## src/rtl/mu0_pkg.sv

```systemverilog
// Shared MU0 datapath constants, output-register state encoding and the select-width helper.
package mu0_pkg;

    localparam int MU0_WIDTH   = 12;
    localparam int MU0_MUX_SEL = 0;
    localparam int MU0_MUX_RR  = 1;

    typedef enum logic {
        MU0_EMPTY = 1'b0,
        MU0_FULL  = 1'b1
    } mu0_obuf_e;

    function automatic int mu0_sel_w(input int n);
        return (n <= 2) ? 1 : $clog2(n);
    endfunction

endpackage

```

## src/rtl/mu0_rr_pick.sv

```systemverilog
// Combinational round-robin picker: first requester after i_last, wrapping modulo N.
module mu0_rr_pick
    import mu0_pkg::*;
#(
    parameter int N  = 4,
    parameter int IW = mu0_sel_w(N)
) (
    input  logic [N-1:0]  i_req,
    input  logic [IW-1:0] i_last,
    output logic [IW-1:0] o_idx,
    output logic          o_found
);

    logic [IW-1:0] w_j;

    always_comb begin
        o_idx   = '0;
        o_found = 1'b0;
        w_j     = '0;
        // Walk from farthest to nearest so the nearest requester after i_last wins.
        for (int k = N; k >= 1; k--) begin
            w_j = IW'((int'(i_last) + k) % N);
            if (i_req[w_j]) begin
                o_idx   = w_j;
                o_found = 1'b1;
            end
        end
    end

endmodule

```

## src/rtl/mu0_mux_arb.sv

```systemverilog
// N-input registered mux with valid/ready on every port; external select or round-robin.
// Optional MU0_MUX_LOCK_EN adds a Lock input that holds round-robin on the last winner.
module mu0_mux_arb
    import mu0_pkg::*;
#(
    parameter  int WIDTH = MU0_WIDTH,
    parameter  int N     = 4,
    parameter  int MODE  = MU0_MUX_SEL,
    localparam int SEL_W = mu0_sel_w(N)
) (
    input  logic               Clk,
    input  logic               nReset,
    input  logic [N*WIDTH-1:0] In_Data,
    input  logic [N-1:0]       In_Valid,
    output logic [N-1:0]       In_Ready,
    input  logic [SEL_W-1:0]   Sel,
`ifdef MU0_MUX_LOCK_EN
    input  logic               Lock,
`endif
    output logic [WIDTH-1:0]   Out_Data,
    output logic               Out_Valid,
    input  logic               Out_Ready,
    output logic [SEL_W-1:0]   Out_Chan
);

    mu0_obuf_e        r_state, w_state_nxt;
    logic [WIDTH-1:0] r_data;
    logic [SEL_W-1:0] r_chan;

    logic [SEL_W-1:0] w_cand;
    logic             w_cand_ok;
    logic             w_slot_free;
    logic             w_grant;
    logic [WIDTH-1:0] w_in [N];

    for (genvar i = 0; i < N; i++) begin : g_unpack
        assign w_in[i] = In_Data[i*WIDTH +: WIDTH];
    end

    if (MODE == MU0_MUX_RR) begin : g_rr
        logic [SEL_W-1:0] r_last;
        logic [SEL_W-1:0] w_pick;
        logic             w_found;
        logic             w_unused_sel;

        assign w_unused_sel = ^Sel;

        mu0_rr_pick #(.N(N), .IW(SEL_W)) u_pick (
            .i_req   (In_Valid),
            .i_last  (r_last),
            .o_idx   (w_pick),
            .o_found (w_found)
        );

        always_comb begin
            w_cand    = w_pick;
            w_cand_ok = w_found;
`ifdef MU0_MUX_LOCK_EN
            // A locked burst keeps the previous winner while it still has data.
            if (Lock && In_Valid[r_last]) begin
                w_cand    = r_last;
                w_cand_ok = 1'b1;
            end
`endif
        end

        always_ff @(posedge Clk or negedge nReset) begin
            if (!nReset)
                r_last <= SEL_W'(N - 1);
            else if (w_grant)
                r_last <= w_cand;
        end
    end else begin : g_sel
`ifdef MU0_MUX_LOCK_EN
        logic w_unused_lock;
        assign w_unused_lock = Lock;
`endif
        assign w_cand    = Sel;
        assign w_cand_ok = ({1'b0, Sel} < (SEL_W + 1)'(N));
    end

    assign w_slot_free = (r_state == MU0_EMPTY) || Out_Ready;
    assign w_grant     = nReset && w_slot_free && w_cand_ok && In_Valid[w_cand];

    always_comb begin
        In_Ready = '0;
        if (w_grant)
            In_Ready[w_cand] = 1'b1;
    end

    always_comb begin
        w_state_nxt = r_state;
        case (r_state)
            MU0_EMPTY: if (w_grant) w_state_nxt = MU0_FULL;
            MU0_FULL:  if (!w_grant && Out_Ready) w_state_nxt = MU0_EMPTY;
            default:   w_state_nxt = MU0_EMPTY;
        endcase
    end

    always_ff @(posedge Clk or negedge nReset) begin
        if (!nReset)
            r_state <= MU0_EMPTY;
        else
            r_state <= w_state_nxt;
    end

    // Data and channel hold across a drain; only a grant overwrites them.
    always_ff @(posedge Clk or negedge nReset) begin
        if (!nReset) begin
            r_data <= '0;
            r_chan <= '0;
        end else if (w_grant) begin
            r_data <= w_in[w_cand];
            r_chan <= w_cand;
        end
    end

    assign Out_Data  = r_data;
    assign Out_Valid = (r_state == MU0_FULL);
    assign Out_Chan  = r_chan;

endmodule

```

## config.mk

```make
export PLATFORM = sky130hd
export DESIGN_NAME = mu0_mux_arb
export DESIGN_NICKNAME = d
export VERILOG_FILES = /design/src/rtl/mu0_pkg.sv /design/src/rtl/mu0_rr_pick.sv /design/src/rtl/mu0_mux_arb.sv
export SDC_FILE = /design/constraint.sdc
export NUM_CORES = 1
export LEC_CHECK = 0
export ABC_CLOCK_PERIOD_IN_PS = 1400
export CORE_MARGIN = 2
export CORE_UTILIZATION = 31
export CTS_CLUSTER_DIAMETER = 200
export DETAILED_ROUTE_END_ITERATION = 10
export PLACE_DENSITY = 0.87
export SLEW_MARGIN = 20
export SYNTH_ARGS = -nofsm -noshare
export SYNTH_HDL_FRONTEND = slang
export SYNTH_SLANG_ARGS = --single-unit
```

## constraint.sdc

```tcl
create_clock -name Clk -period 1.4 [get_ports Clk]
set_clock_uncertainty 0.15 [all_clocks]
set_input_delay 0.28 -clock Clk [delete_from_list [all_inputs] [get_ports Clk]]
set_output_delay 0.28 -clock Clk [all_outputs]
set_load 0.01 [all_outputs]
```

# After elaboration in Yosys (flattened, before gate mapping)
# Index checks and enable logic that the tools add are counted.
totals:
  rom_bits: 0
  ramBits: 0
  elab_cells: 25
  latchBits: 0
  regBits: 15
  mem_count: 0
classes:
  n_shift: 0
  div: 0
  n_lt_le_gt_ge: 3
  bitwise_logic: 2
  multipliers: 0
  n_addsub: 0
  n_reduce_logical: 6
  n_mux: 11
  n_eq_ne: 0
op_table:
  columns: ["operator", "n"]
  rows:
  - ["$bmux W12 S2", 1]
  - ["$mux W12", 2]
  - ["$logic_and A1 B1 Y1", 4]
  - ["$mux W1", 4]
  - ["$mux W4", 1]
  - ["$ge A3 B3 Y1 const B", 1]
  - ["$lt A2 B3 Y1 const B", 1]
  - ["$not A2 Y3", 1]
  - ["$bmux W1 S2", 1]
  - ["$demux W1 S2", 1]
  - ["$ge A2 B1 Y1 const B", 1]
  - ["$pmux W1 S2", 1]
  - ["$logic_not A1 Y1", 1]
  - ["$logic_or A1 B1 Y1", 1]
  - ["$not A1 Y1", 1]

# Longest topological paths before layout
# Gate-level depths: netlist of the first run.
logic_depth:
  ltp_word: 8
  mapped_depth: 5
  ltp_nobuf: 3

# Least setup slack after synthesis of the first run
# Ideal clock, no wire load.
synth_timing:
  path_kind: "input-to-reg"
  startpoint: "input port Sel[0]"
  endpoint: "register r_chan[1], in the netlist Out_Chan[1]"
  setup_time_ns: 0.125
  cell_stages: 5
  arrival_time_ns: 1.481
  path_slack_ns: -0.356
  cell_sequence: "buf_6 -> mux4_2 -> nand3_2 -> buf_12 -> mux2_4"
synth_between:
  elab_chain_len: 3
synth_lines:
  columns: ["item", "line_no", "text"]
  rows:
  - ["from (decl)", "mu0_mux_arb.sv:16", "input logic [SEL_W-1:0] Sel,"]
  - ["$bmux W1 S2", "mu0_mux_arb.sv:83", "assign w_grant = nReset && w_slot_free && w_cand_ok && In_Valid[w_cand];"]
  - ["$mux W1 (not written as such)", "mu0_mux_arb.sv:83", null]
  - ["$logic_and A1 B1 Y1", "mu0_mux_arb.sv:83", null]
  - ["to (signal assigned)", "mu0_mux_arb.sv:114", "r_chan <= w_cand;"]
  - ["to (decl)", "mu0_mux_arb.sv:28", "logic [SEL_W-1:0] r_chan;"]
# Every way passes these cells. The select of a mux whose other input is x is not followed.
# A chain may end at the register's enable or synchronous reset.

# Worst setup path after layout of the first run
layout_timing:
  startpoint: "register r_state, in the netlist Out_Valid"
  endpoint: "output port In_Ready[2]"
layout_between:
  elab_chain_len: 5
layout_lines:
  columns: ["item", "line_no", "text"]
  rows:
  - ["from (decl)", "mu0_mux_arb.sv:26", "mu0_obuf_e r_state, w_state_nxt;"]
  - ["from (signal assigned)", "mu0_mux_arb.sv:104", "r_state <= w_state_nxt;"]
  - ["$not A1 Y1", null, null]
  - ["$logic_or A1 B1 Y1", "mu0_mux_arb.sv:82", "assign w_slot_free = (r_state == MU0_EMPTY) || Out_Ready;"]
  - ["$logic_and A1 B1 Y1 (2 in series)", "mu0_mux_arb.sv:83", null]
  - ["$mux W4", "mu0_mux_arb.sv:87", "if (w_grant)"]
  - ["to (decl)", "mu0_mux_arb.sv:15", "output logic [N-1:0] In_Ready,"]
# Every way passes these cells.

==> results of run 1 <==
## layer usage
metal,up-vias,global-route usage (%),routed length (µm)
li1,458,-,-
met1,478,18.68,1091
met2,48,33.08,1838
met3,4,2.311,214
met4,0,5.471,44
met5,-,0,0
## registers in the layout (all words and copies together), names as in the netlist
signal     cells
Out_Data      12
Out_Valid      1
Out_Chan       2
## critical path, cell delays in order, from the launching register on
cell and delay [ps]:
sky130_fd_sc_hd__dfrtp_1 420, sky130_fd_sc_hd__nand2b_4 110, sky130_fd_sc_hd__nand2_4 60, sky130_fd_sc_hd__buf_6 130, sky130_fd_sc_hd__nor3_4 100, sky130_fd_sc_hd__buf_2 150
## kinds of logic (layout without fill, tap and decap cells)
logic type	after synthesis	after routing
and+or+nand+nor	13	14
buffers and inverters	5	103
muxes	28	28
AOI/OAI and AO/OA	2	2
DFF	15	15
## synthesized netlist by cell type (2+ instances only)
master and n:
sky130_fd_sc_hd__buf_2 2, sky130_fd_sc_hd__dfrtp_1 15, sky130_fd_sc_hd__mux2_2 5, sky130_fd_sc_hd__mux2_4 10
sky130_fd_sc_hd__mux4_1 6, sky130_fd_sc_hd__mux4_2 7, sky130_fd_sc_hd__nand2_1 5, sky130_fd_sc_hd__nand3_1 2
## power by group through the flow
stage                     clock network (µW)  registers (µW)  logic [µW]
final                                    236             610         900
after global routing                     275             620         962
after CTS                                246             610         756
after detailed placement                   0             624         802
after global placement                     0             617         783
after floorplan                            0             669         303
## worst max-delay path by stage
| stage | start | end | slack, ps | cells after the start |
|---|---|---|---|---|
| final | Out_Valid$_DFF_PN0_ | In_Ready[2] | -270 | 5 |
| after global routing | Out_Valid$_DFF_PN0_ | In_Ready[0] | -340 | 4 |
| after CTS | Out_Valid$_DFF_PN0_ | In_Ready[0] | -340 | 4 |
| after detailed placement | Sel[0] | Out_Data[3]$_DFFE_PN0P_ | -910 | 4 |
| after global placement | nReset | In_Ready[0] | -850 | 4 |
| after floorplan | Sel[0] | Out_Chan[1]$_DFFE_PN0P_ | -320 | 5 |
## cell type report
class                      instances  area, µm²  area share (%)
multi-input combinational         44      700.7           34.21
timing repair buffer              99      890.9           43.49
tap                               44      55.05           2.688
sequential                        15      375.4           18.33
clock buffer                       4      26.28           1.283
## stage by stage
stage,TNS (ps),cell area (µm²),hold WS [ps]
floorplan,-3921,1094,-165.6
global placement,-14690,1917,344.5
detailed placement,-15940,1917,346.1
CTS,-1791,1938,157.3
global route,-3501,2048,160.6
finish,-2509,2048,159.5
## timing repair
| action | CTS | global route |
|---|---|---|
| pin swaps | 6 | 4 |
| gates resized for setup | 68 | 14 |
| setup buffers | 2 | 11 |
| gates cloned | 1 | 0 |
| setup endpoints to repair | 34 | 33 |
==> impl.org, run 1 <==
** Status
- Result of the run :: complete, but fails checks
- The final reports fail on setup timing.

** Timing
- Max_slew headroom :: 80.97%
- Max-slew violations :: 0
- Unrepaired setup endpoints after global routing :: yes
- For the pin with the worst max-slew slack, the measured transition is 285.5 ps.
- Derived from the worst setup path, the maximum achievable clock frequency is 600.1 MHz.
- Setup violation total in the final timing report :: 19
- Subtracting the final worst setup slack from the clock period gives 1666 ps.
- Number of endpoints with negative hold slack in the final report :: 0
- Period utilization :: 119.0%
- Post-route setup slack :: -266.4 ps

** Yosys
- Mean area per synthesized cell :: 16.35 µm²
- Measured against the total synthesized area, the mux share comes to 50.67%.
- Yosys attributes the largest share of cell area to sky130_fd_sc_hd__dfrtp_1 36%, sky130_fd_sc_hd__mux4_1 15%, sky130_fd_sc_hd__mux4_2 15%, sky130_fd_sc_hd__mux2_4 15%, sky130_fd_sc_hd__mux2_2 5.5%.
- Mapped Area :: 1030 µm²
- The biggest area contributor in the post-synthesis netlist is sky130_fd_sc_hd__dfrtp_1.
- Sequential element share of the synthesized area :: 36.45%
- Main flop type after synthesis :: sky130_fd_sc_hd__dfrtp_1
- Synthesized-area fraction occupied by ao, oa, aoi and oai cells :: 1.701%
- Counting flops and latches in the post-synthesis netlist gives 15.
- Synth unique cells :: 19
- Yosys mapped a number of flops with a built-in enable equal to 0.
- After synthesis, the largest family of logic cells by area is multiplexers.
- Simple logic cell fraction of the synthesized area :: 6.804%
- The synthesized design devotes to its leading area cell type 36.45% of total area.
- Counting flops with an async set or reset pin after synthesis yields a share of 100.0%.
- Xor and xnor area share after synthesis :: 0%
- Synthesized net count :: 120
- Post-synthesis share of cell area spent on full adders, half adders and majority gates :: 0%
- Warnings from Yosys :: 0
- Post-Syn Instances :: 63

** Finish
- Synthesis-to-finish area growth :: 98.91%
- Ratio of cells with drive above 1 in the final layout :: 41.98%
- Commonest cells after routing, fill and taps aside :: 48 x sky130_fd_sc_hd__clkdlybuf4s50_1, 22 x sky130_fd_sc_hd__buf_4, 15 x sky130_fd_sc_hd__dfrtp_1
- Non-filler cells in the finished layout :: 206
- Antenna Diode Count :: 0
- End-of-flow core utilization :: 66.01%
- # fillers :: 279
- The final layout contains 220 nets.
- Most frequent standard cell in the layout excluding fill and tap cells :: sky130_fd_sc_hd__clkdlybuf4s50_1

** Setup path
- Along the worst path, the maximum fanout reaches 3.
- Destination of the worst register-to-register timing path :: Out_Data[4]$_DFFE_PN0P_
- WP data required :: 970 ps
- The startpoint identified for the worst register-to-register timing path is Out_Valid$_DFF_PN0_.
- Across all register-to-register paths, the minimum setup slack is -130 ps.
- Launching element type of the critical path :: register
- Arrival time worst endpoint :: 1240 ps
- Counting cells, the worst reg-to-reg path comes to 5.
- Crit path capture type :: output port
- The critical path is of the reg2out type.

** Floorplanning
- The initial utilization of the core area, before any placement, comes to 33.19%.
- Floorplan die area :: 3799 µm²
- Number of placement rows :: 20
- Area of the core region :: 3103 µm²
- Measured along the x axis, the die boundary spans 61.64 µm.
- During I/O placement, the number of pins put on the boundary was 76.
- The floorplan step set the die height to 61.64 µm.

** Pwr
- Switching Power :: 476.2 µW
- Switching share of power :: 27.28%
- The analysis attributes to cell leakage a power of 0.0009253 µW.
- The share of total power dissipated in the clock network is 13.5%.
- The design draws 1746 µW.
- Of the total power, combinational logic draws 51.5%.
- Sequential cells account for 35.0% of the total power.
- Max rail drop VDD :: 322.4 µV
- Dividing total power by cell area gives a power density of 852.4 nW/µm².
- The internal portion of the total power is 1270 µW.

** Global routing
- Total overflow reported by the global router :: 0
- Entering global routing, the biggest net connects 19 pins.
- The initial antenna violation count was 0.
- Global router's overall resource usage :: 16.99%
- The first global-routing pass estimated 4616 µm of wire.
- Via count of the first global-routing pass :: 1,015

** Clock network
- In this run the number of H-tree levels came out at 1.
- Clock-pin slew was measured on the worst setup and hold paths at 90 ps.
- The root buffer cell chosen for the clock tree is sky130_fd_sc_hd__clkbuf_4.
- The tree built by TritonCTS fans out to 15 sinks.
- No sink is reached through more buffers than the 2 on the longest clock path.
- At the later pin of the worst-skew pair, clock insertion delay measures 270 ps.
- For this design, the CTS-stage hold fixing added 0 buffers.
- Inserted Clock Buffers :: 3
- Clock tree from TritonCTS :: yes

** Placed design
- Cell count after placement :: 188
- Timing analysis after detailed placement gives a worst setup slack of -911.8 ps.
- In this run the tool buffered the top-level ports with 75 buffer cells.
- At the end of routability-driven placement, the weighted congestion stood at 0.6661.
- HPWL reported at the end of detailed placement :: 2432 µm

** Detailed routing
- The count of nets left with antenna violations once routing finished came out at 0.
- Across all layers, the routed design uses 988 vias.
- 1st-pass router iterations :: 4
- DR DRC count :: 0
- Wires add up to 3189 µm.
- Dividing the detail-routed wire length by the instance count gives 15.48 µm.
- Per-cell via count in the routed design :: 4.796
- Starting DRT DRC Count :: 21

** Hold path
- In this run the worst hold path is classified as in2async.

** Job
- Max cap viols :: 0
Power figures use the tool's default switching activity.
==> run 2: changes to the inputs <==
Settings changed: ABC_CLOCK_PERIOD_IN_PS 1400 to 2200, CORE_UTILIZATION 31 to 37, PLACE_DENSITY 0.87 to 0.95.
Clock period 1.4 ns to 2.2 ns, I/O delays scaled along.
==> impl.org, run 2 (same netlist as run 1, synthesis figures left out) <==
** Detailed routing
- Final Routed Wirelength :: 2869 µm (-10%)
- 1st-pass router iterations :: 4 (unchanged)
- The DRC violation count after routing was 0 (unchanged).
- The overall via count from detail_route is 943 (-4.6%).
- Per-cell via count in the routed design :: 5.389 (+12%)
- The average wire per standard cell came to 16.39 µm (+5.9%).
- Starting DRT DRC Count :: 19 (-9.5%)
- The remaining antenna violation count after routing was 0 (unchanged).

** Status
- Result of the run :: completed

** Placed design
- Number of buffers added on ports :: 75 (unchanged)
- Placement Setup Slack :: -386.9 ps (+524.9 ps)
- HPWL reported at the end of detailed placement :: 2326 µm (-4.4%)
- RePlAce Congestion :: 0.7722 (+16%)

** Setup path
- The worst register-to-register path begins at Out_Valid$_DFF_PN0_.
- The largest individual stage delay along the critical path comes from the cell sky130_fd_sc_hd__clkdlybuf4s50_1.
- Cell-by-cell listing of the critical path :: clkdlybuf4s50_1 -> nand2_2 -> nor4b_2 -> buf_2
- The top fanout value on the critical path was 3 (unchanged).
- Arrival time worst endpoint :: 1540 ps (+300 ps)
- The register-to-register setup slack is 670 ps (+800 ps).
- The worst setup path is of the in2out kind.
- The worst setup path is launched from an input port.
- Destination of the worst register-to-register timing path :: Out_Data[6]$_DFFE_PN0P_
- Stage delay of the slowest cell on the critical path :: 580 ps (+160 ps)
- The worst setup path is captured at an output port.
- The depth of the worst register-to-register path is 5 (unchanged).
- WP data required :: 1610 ps (+640 ps)

** Clock network
- H-tree level count :: 1 (unchanged)
- TritonCTS built the clock tree.
- The buffer depth of the longest clock path is 2 (unchanged).
- The number of buffers inserted for hold repair after clock tree synthesis is 0 (unchanged).
- Clk_lat worst skew :: 280 ps (about the same)
- The cell sitting at the root of the clock tree is a sky130_fd_sc_hd__clkbuf_4.
- The clock-pin slew on the worst setup and hold paths is 90 ps (about the same).
- The number of buffers created by CTS is 3 (unchanged).
- The count of clock tree sinks is 15 (unchanged).

** Timing
- Unrepaired setup endpoints after global routing :: no
- Max-slew violations :: 0 (unchanged)
- Max_slew headroom :: 81.23% (+0.27 points)
- Clock period minus worst slack :: 2130 ps
- Period utilization :: 96.82%
- Number of endpoints with negative hold slack in the final report :: 0 (unchanged)
- Transition time at the pin with the least slew margin :: 281.5 ps (-3.987 ps)
- The total setup violations reported at the end of the flow is 0 (-19).
- Max frequency :: 469.5 MHz
- The smallest setup slack after layout is 70.02 ps (+336.4 ps).
- Setup TNS :: 0 ps (+2509 ps)
- The hold slack is 360.5 ps (+201.0 ps).

** Finish
- # fillers :: 223 (-20%)
- In the layout the commonest cells are 70 x sky130_fd_sc_hd__clkdlybuf4s50_1, 15 x sky130_fd_sc_hd__dfrtp_1, 10 x sky130_fd_sc_hd__mux2_4.
- The number of flip-flops in the largest register was 12 (unchanged).
- Antenna Diode Count :: 0 (unchanged)
- Ratio of cells with drive above 1 in the final layout :: 29.17% (-13 points)
- Most frequent standard cell in the layout excluding fill and tap cells :: sky130_fd_sc_hd__clkdlybuf4s50_1
- End-of-flow core utilization :: 69.53% (+3.5 points)
- The total number of nets in the final design was 202 (-8.2%).
- Synthesis-to-finish area growth :: 82.99%

** Hold path
- Type of the worst min-delay path :: reg2reg
- Along the worst hold path, the cell count comes to 1.
- In this run the most critical hold path is launched from Out_Data[3]$_DFFE_PN0P_.
- For hold timing, the worst endpoint is Out_Data[3]$_DFFE_PN0P_.

** Pwr
- The combinational share of power was 47.9% (-3.6 points).
- The reported leakage power was 0.0007965 µW (-14%).
- The relative contribution of the clock network to total power came to 15.0% (+1.5 points).
- Max rail drop VDD :: 424.6 µV (+32%)
- The part of the total power dissipated in sequential elements was 37.1% (+2.1 points).
- Switching share of power :: 26.67% (-0.61 points)
- Internal Power :: 770.5 µW (-39%)
- Power Dens Cells :: 557.6 nW/µm² (-35%)
- The power spent charging and discharging nets came to 280.2 µW (-41%).

** Job
- The number of max-cap violations is 0 (unchanged).

** Floorplanning
- The height of the chip was 56.76 µm (-7.9%).
- The floorplan core area came to 2710 µm² (-13%).
- Floorplan die area :: 3221 µm² (-15%)
- The number of placement rows was 19 (-5.0%).
- Starting Density :: 38.00% (+4.8 points)
- Number of top-level pins :: 76 (unchanged)
- Horizontal die dimension :: 56.76 µm (-7.9%)

** Global routing
- In this run the most used layer during global routing was met2.
- The global-route track usage on met3 is 3.226% (+0.91 points).
- Met1 GRT Util :: 16.59% (-2.1 points)
- Number of antenna violations at the first check in global routing :: 0 (unchanged)
- Via count of the first global-routing pass :: 1,051 (+3.5%)
- The overall overflow remaining after global route came to 0 (unchanged).
- GR met2 Demand/Resource :: 36.54% (+3.5 points)
- Global router's overall resource usage :: 18.23% (+1.2 points)
- The largest net degree at the start of global routing was 20 (+1).
- The global-route wire length before repair came to 4436 µm (-3.9%).
==> run 2: cell type report <==
cell class	instances	area, µm²	share of cell area (%)
tap	31	38.79	2.058
sequential	15	375.4	19.92
timing repair buffer	82	812.0	43.09
clock buffer	3	22.52	1.195
clock inverter	1	5.005	0.2656
multi-input combinational	43	630.6	33.47
==> run 2: worst max-delay path by stage <==
stage          startpoint                       to  cells past startpoint
4_1_cts         Out_Ready              In_Ready[0]                      5
5_1_grt            nReset              In_Ready[3]                      4
2_1_floorplan      Sel[0]  Out_Chan[1]$_DFFE_PN0P_                      5
3_3_place_gp    Out_Ready              In_Ready[0]                      5
6_report           nReset              In_Ready[0]                      4
3_5_place_dp    Out_Ready              In_Ready[0]                      5
==> run 2: critical path: cells and delay by family <==
kind | cells | cell delay (ps)
buffers and inverters | 2 | 750
AND/OR/NAND/NOR | 2 | 360
==> run 2: layer usage <==
metal / vias up / share of wire (%)
li1: 421 / -
met1: 469 / 32
met2: 47 / 58
met3: 6 / 7.8
met4: 0 / 1.9
met5: - / 0
==> run 2: power by group through the flow <==
stage / Sequential (µW) / Combinational [µW] / Clock, µW
detailed placement: 397 / 504 / 0
global placement: 391 / 492 / 0
global route: 401 / 534 / 174
floorplan: 425 / 180 / 0
CTS: 391 / 504 / 167
finish: 390 / 503 / 158
==> run 2: through the flow <==
stage / area (µm²) / total power, µW / std cells
floorplan: 1030 / 604.9 / 63
global placement: 1852 / 883.4 / 171
detailed placement: 1852 / 900.7 / 171
CTS: 1869 / 1061 / 175
global route: 1884 / 1108 / 175
finish: 1884 / 1051 / 175
==> run 2: timing repair <==
item / 4_1_cts / 5_1_grt
resized for setup: 10 / 9
setup buffers: 0 / 0
setup endpoints to repair: 4 / 3
==> run 3: changes to the inputs <==
--- a/config.mk
+++ b/config.mk
@@ -7,8 +7,8 @@
 export LEC_CHECK = 0
-export ABC_CLOCK_PERIOD_IN_PS = 2200
+export ABC_CLOCK_PERIOD_IN_PS = 2130
 export CORE_MARGIN = 2
-export CORE_UTILIZATION = 37
+export CORE_UTILIZATION = 34
 export CTS_CLUSTER_DIAMETER = 200
 export DETAILED_ROUTE_END_ITERATION = 10
-export PLACE_DENSITY = 0.95
+export PLACE_DENSITY = 0.9
 export SLEW_MARGIN = 20
==> constraint.sdc (replaced) <==
create_clock -name Clk -period 2.13 [get_ports Clk]
set_clock_uncertainty 0.15 [all_clocks]
set_input_delay 0.3195 -clock Clk [delete_from_list [all_inputs] [get_ports Clk]]
set_output_delay 0.3195 -clock Clk [all_outputs]
set_load 0.01 [all_outputs]
==> impl.org, run 3 (same netlist as run 1, synthesis figures left out) <==
** Status
- Result of the run :: completed

** Setup path
- The worst setup path is of the in2out kind.
- The arrival time of data at the critical path endpoint came to 1580 ps (+40 ps).
- Depth of the worst register-to-register path :: 5 (unchanged)
- The top fanout value on the critical path is 4 (+1).
- For this design, the slowest cell found on the critical path is sky130_fd_sc_hd__clkdlybuf4s50_1.
- The worst register-to-register path ends at Out_Data[6]$_DFFE_PN0P_.
- The register-to-register setup slack is 580 ps (-90 ps).
- Stage delay of the slowest cell on the critical path :: 450 ps (-130 ps)
- Beginning of the worst register-to-register path :: Out_Valid$_DFF_PN0_
- The critical path goes through clkdlybuf4s50_1 -> nand2b_1 -> nand2_1 -> nor4b_1 -> dlygate4sd1_1.
- Crit path capture type :: output port
- Kind of cell adding the most delay to the critical path :: buffers and inverters
- Count of buffer and inverter cells on the critical path :: 2 (unchanged)
- The required time reported for the critical path endpoint is 1660 ps (+50 ps).
- STA classifies the critical path startpoint as an input port.

** Timing
- Setup repair after global routing left no endpoint under its margin.
- Period utilization :: 96.28%
- The final-report max-slew violation count is 0 (unchanged).
- The setup total negative slack was 0 ps (unchanged).
- The final count of hold timing violations is 0 (unchanged).
- Worst Hold Margin :: 365.1 ps (+4.612 ps)
- The total setup violations reported at the end of the flow is 0 (unchanged).
- Clock period minus worst slack :: 2051 ps
- Max_slew headroom :: 82.02% (+0.79 points)
- The actual slew at the worst max-slew pin is 268.8 ps (-12.68 ps).
- Max frequency :: 487.6 MHz

** Finish
- The number of flip-flops in the largest register is 12 (unchanged).
- Leaving out fill and tap cells, the most frequent cells in the layout are 71 x sky130_fd_sc_hd__clkdlybuf4s50_1, 15 x sky130_fd_sc_hd__dfrtp_1, 10 x sky130_fd_sc_hd__mux2_4.
- End-of-flow core utilization :: 67.75% (-1.8 points)
- Final instance area :: 1901 µm² (+0.86%)
- Leaving out fill and tap cells, the most frequent cell in the layout is sky130_fd_sc_hd__clkdlybuf4s50_1.
- Ratio of cells with drive above 1 in the final layout :: 25.85% (-3.3 points)
- # fillers :: 229 (+2.7%)
- The count of inserted antenna diode cells is 0 (unchanged).
- Net total in the final layout :: 205 (+1.5%)
- Synthesis-to-finish area growth :: 84.57%

** Job
- Max cap viols :: 0 (unchanged)

** Clock network
- Clock tree from TritonCTS :: yes
- The buffer depth of the longest clock path was 2 (unchanged).
- CTS clk-pin slew, worst paths :: 80 ps (about the same)
- CTS placed an instance of sky130_fd_sc_hd__clkbuf_4 at the clock tree root.
- The clock network latency to the later pin of the worst-skew pair is 270 ps (about the same).
- Number of hold-repair buffers added at the cts stage :: 0 (unchanged)
- Buffers inserted during post-CTS setup optimization :: 0 (unchanged)
- The H-tree depth is 1 (unchanged).
- CTS sink cnt :: 15 (unchanged)
- The number of buffers created by CTS is 3 (unchanged).

** Global routing
- The largest net degree at the start of global routing came to 20 (unchanged).
- Global-route wire length before repair :: 4457 µm (+0.47%)
- Number of antenna violations at the first check in global routing :: 0 (unchanged)
- Total overflow reported by the global router :: 0 (unchanged)
- The via count of the first global-routing pass came to 1,013 (-3.6%).
- The aggregate global-route resource usage is 17.57% (-0.66 points).

** Hold path
- The worst hold path belongs to the class reg2reg.
- The depth of the worst hold-timing path was 1 (unchanged).
- Hold Path End :: Out_Chan[1]$_DFFE_PN0P_
- Hold path startpoint :: Out_Chan[1]$_DFFE_PN0P_

** Pwr
- Leak pwr :: 0.0008120 µW (+1.9%)
- Power Dens Cells :: 571.0 nW/µm² (+2.4%)
- Final total power :: 1085 µW (+3.3%)
- Max rail drop VDD :: 247.1 µV (-42%)

** Detailed routing
- Number of vias in the routed layout :: 919 (-2.5%)
- The DRC violation count after routing was 0 (unchanged).
- The detailed-router iteration count before antenna repair was 4 (unchanged).
- Per-cell via count in the routed design :: 5.163 (-4.2%)
- Starting DRT DRC Count :: 14 (-5)
- Final Routed Wirelength :: 2949 µm (+2.8%)
- Routed Antenna Nets :: 0 (unchanged)
- The average wire per standard cell is 16.57 µm (+1.1%).

** Placed design
- HPWL reported at the end of detailed placement :: 2527 µm (+8.6%)
- Instance area after placement :: 1874 µm² (+1.2%)
- Number of buffers added on ports :: 75 (unchanged)
- The final RePlAce weighted congestion came to 0.6718 (-13%).

** Floorplanning
- Horizontal die dimension :: 59.04 µm (+4.0%)
- Number of top-level pins :: 76 (unchanged)
- The floorplan core area is 2805 µm² (+3.5%).
- Number of placement rows :: 19 (unchanged)
- The area of the die was 3485 µm² (+8.2%).
- Die H :: 59.04 µm (+4.0%)
- The starting density of the core was 36.71% (-1.3 points).
run 3: changes by cell type in the layout (fill, tap and decap cells not counted), sizes merged:
cell / previous run / this run
dlygate4sd1: 0 / 1
buf: 9 / 10
clkdlybuf4s15: 1 / 0
clkdlybuf4s50: 70 / 71
dlygate4sd2: 1 / 3
clkinv: 1 / 0
run 3: worst max-delay path by stage:
stage	endpoint	cells past startpoint	start	slack, ps
after floorplan	Out_Chan[1]$_DFFE_PN0P_	5	Sel[0]	330
after global placement	In_Ready[0]	5	Out_Ready	-200
after detailed placement	In_Ready[0]	5	Out_Ready	-240
after CTS	In_Ready[0]	5	Out_Ready	40
after global routing	In_Ready[0]	5	Out_Ready	10
final	In_Ready[0]	5	Out_Ready	80
run 3: area by class of cell:
cell class                 count  area (µm²)  share of cell area (%)
multi-input combinational     43       614.3                   32.32
sequential                    15       375.4                   19.75
timing repair buffer          85       845.8                   44.50
clock buffer                   4       26.28                   1.382
tap                           31       38.79                   2.041
run 3: stage by stage:
stage,cells,worst slack [ps]
after CTS,178,37.29
after floorplan,63,334.4
after global placement,174,-199.7
final,178,79.30
after detailed placement,174,-237.6
after global routing,178,14.22
run 3: layer usage:
layer / up-vias / wire [µm] / share of wire (%) / global-route usage [%]
li1: 426 / - / - / -
met1: 441 / 1028 / 35 / 18.90
met2: 50 / 1696 / 58 / 34.13
met3: 2 / 207 / 7.0 / 3.930
met4: 0 / 17 / 0.58 / 4.545
met5: - / 0 / 0 / 0
run 3: report_power, final:
group / total (µW) / internal, µW / switching [µW]
Sequential: 403 / 359 / 43.8
Clock: 156 / 72.4 / 83.3
Combinational: 527 / 370 / 156
Total: 1090 / 802 / 284
run 3: timing repair:
item	CTS	global route
cloned	0	0
setup endpoints to repair	4	2
gates resized for setup	4	3
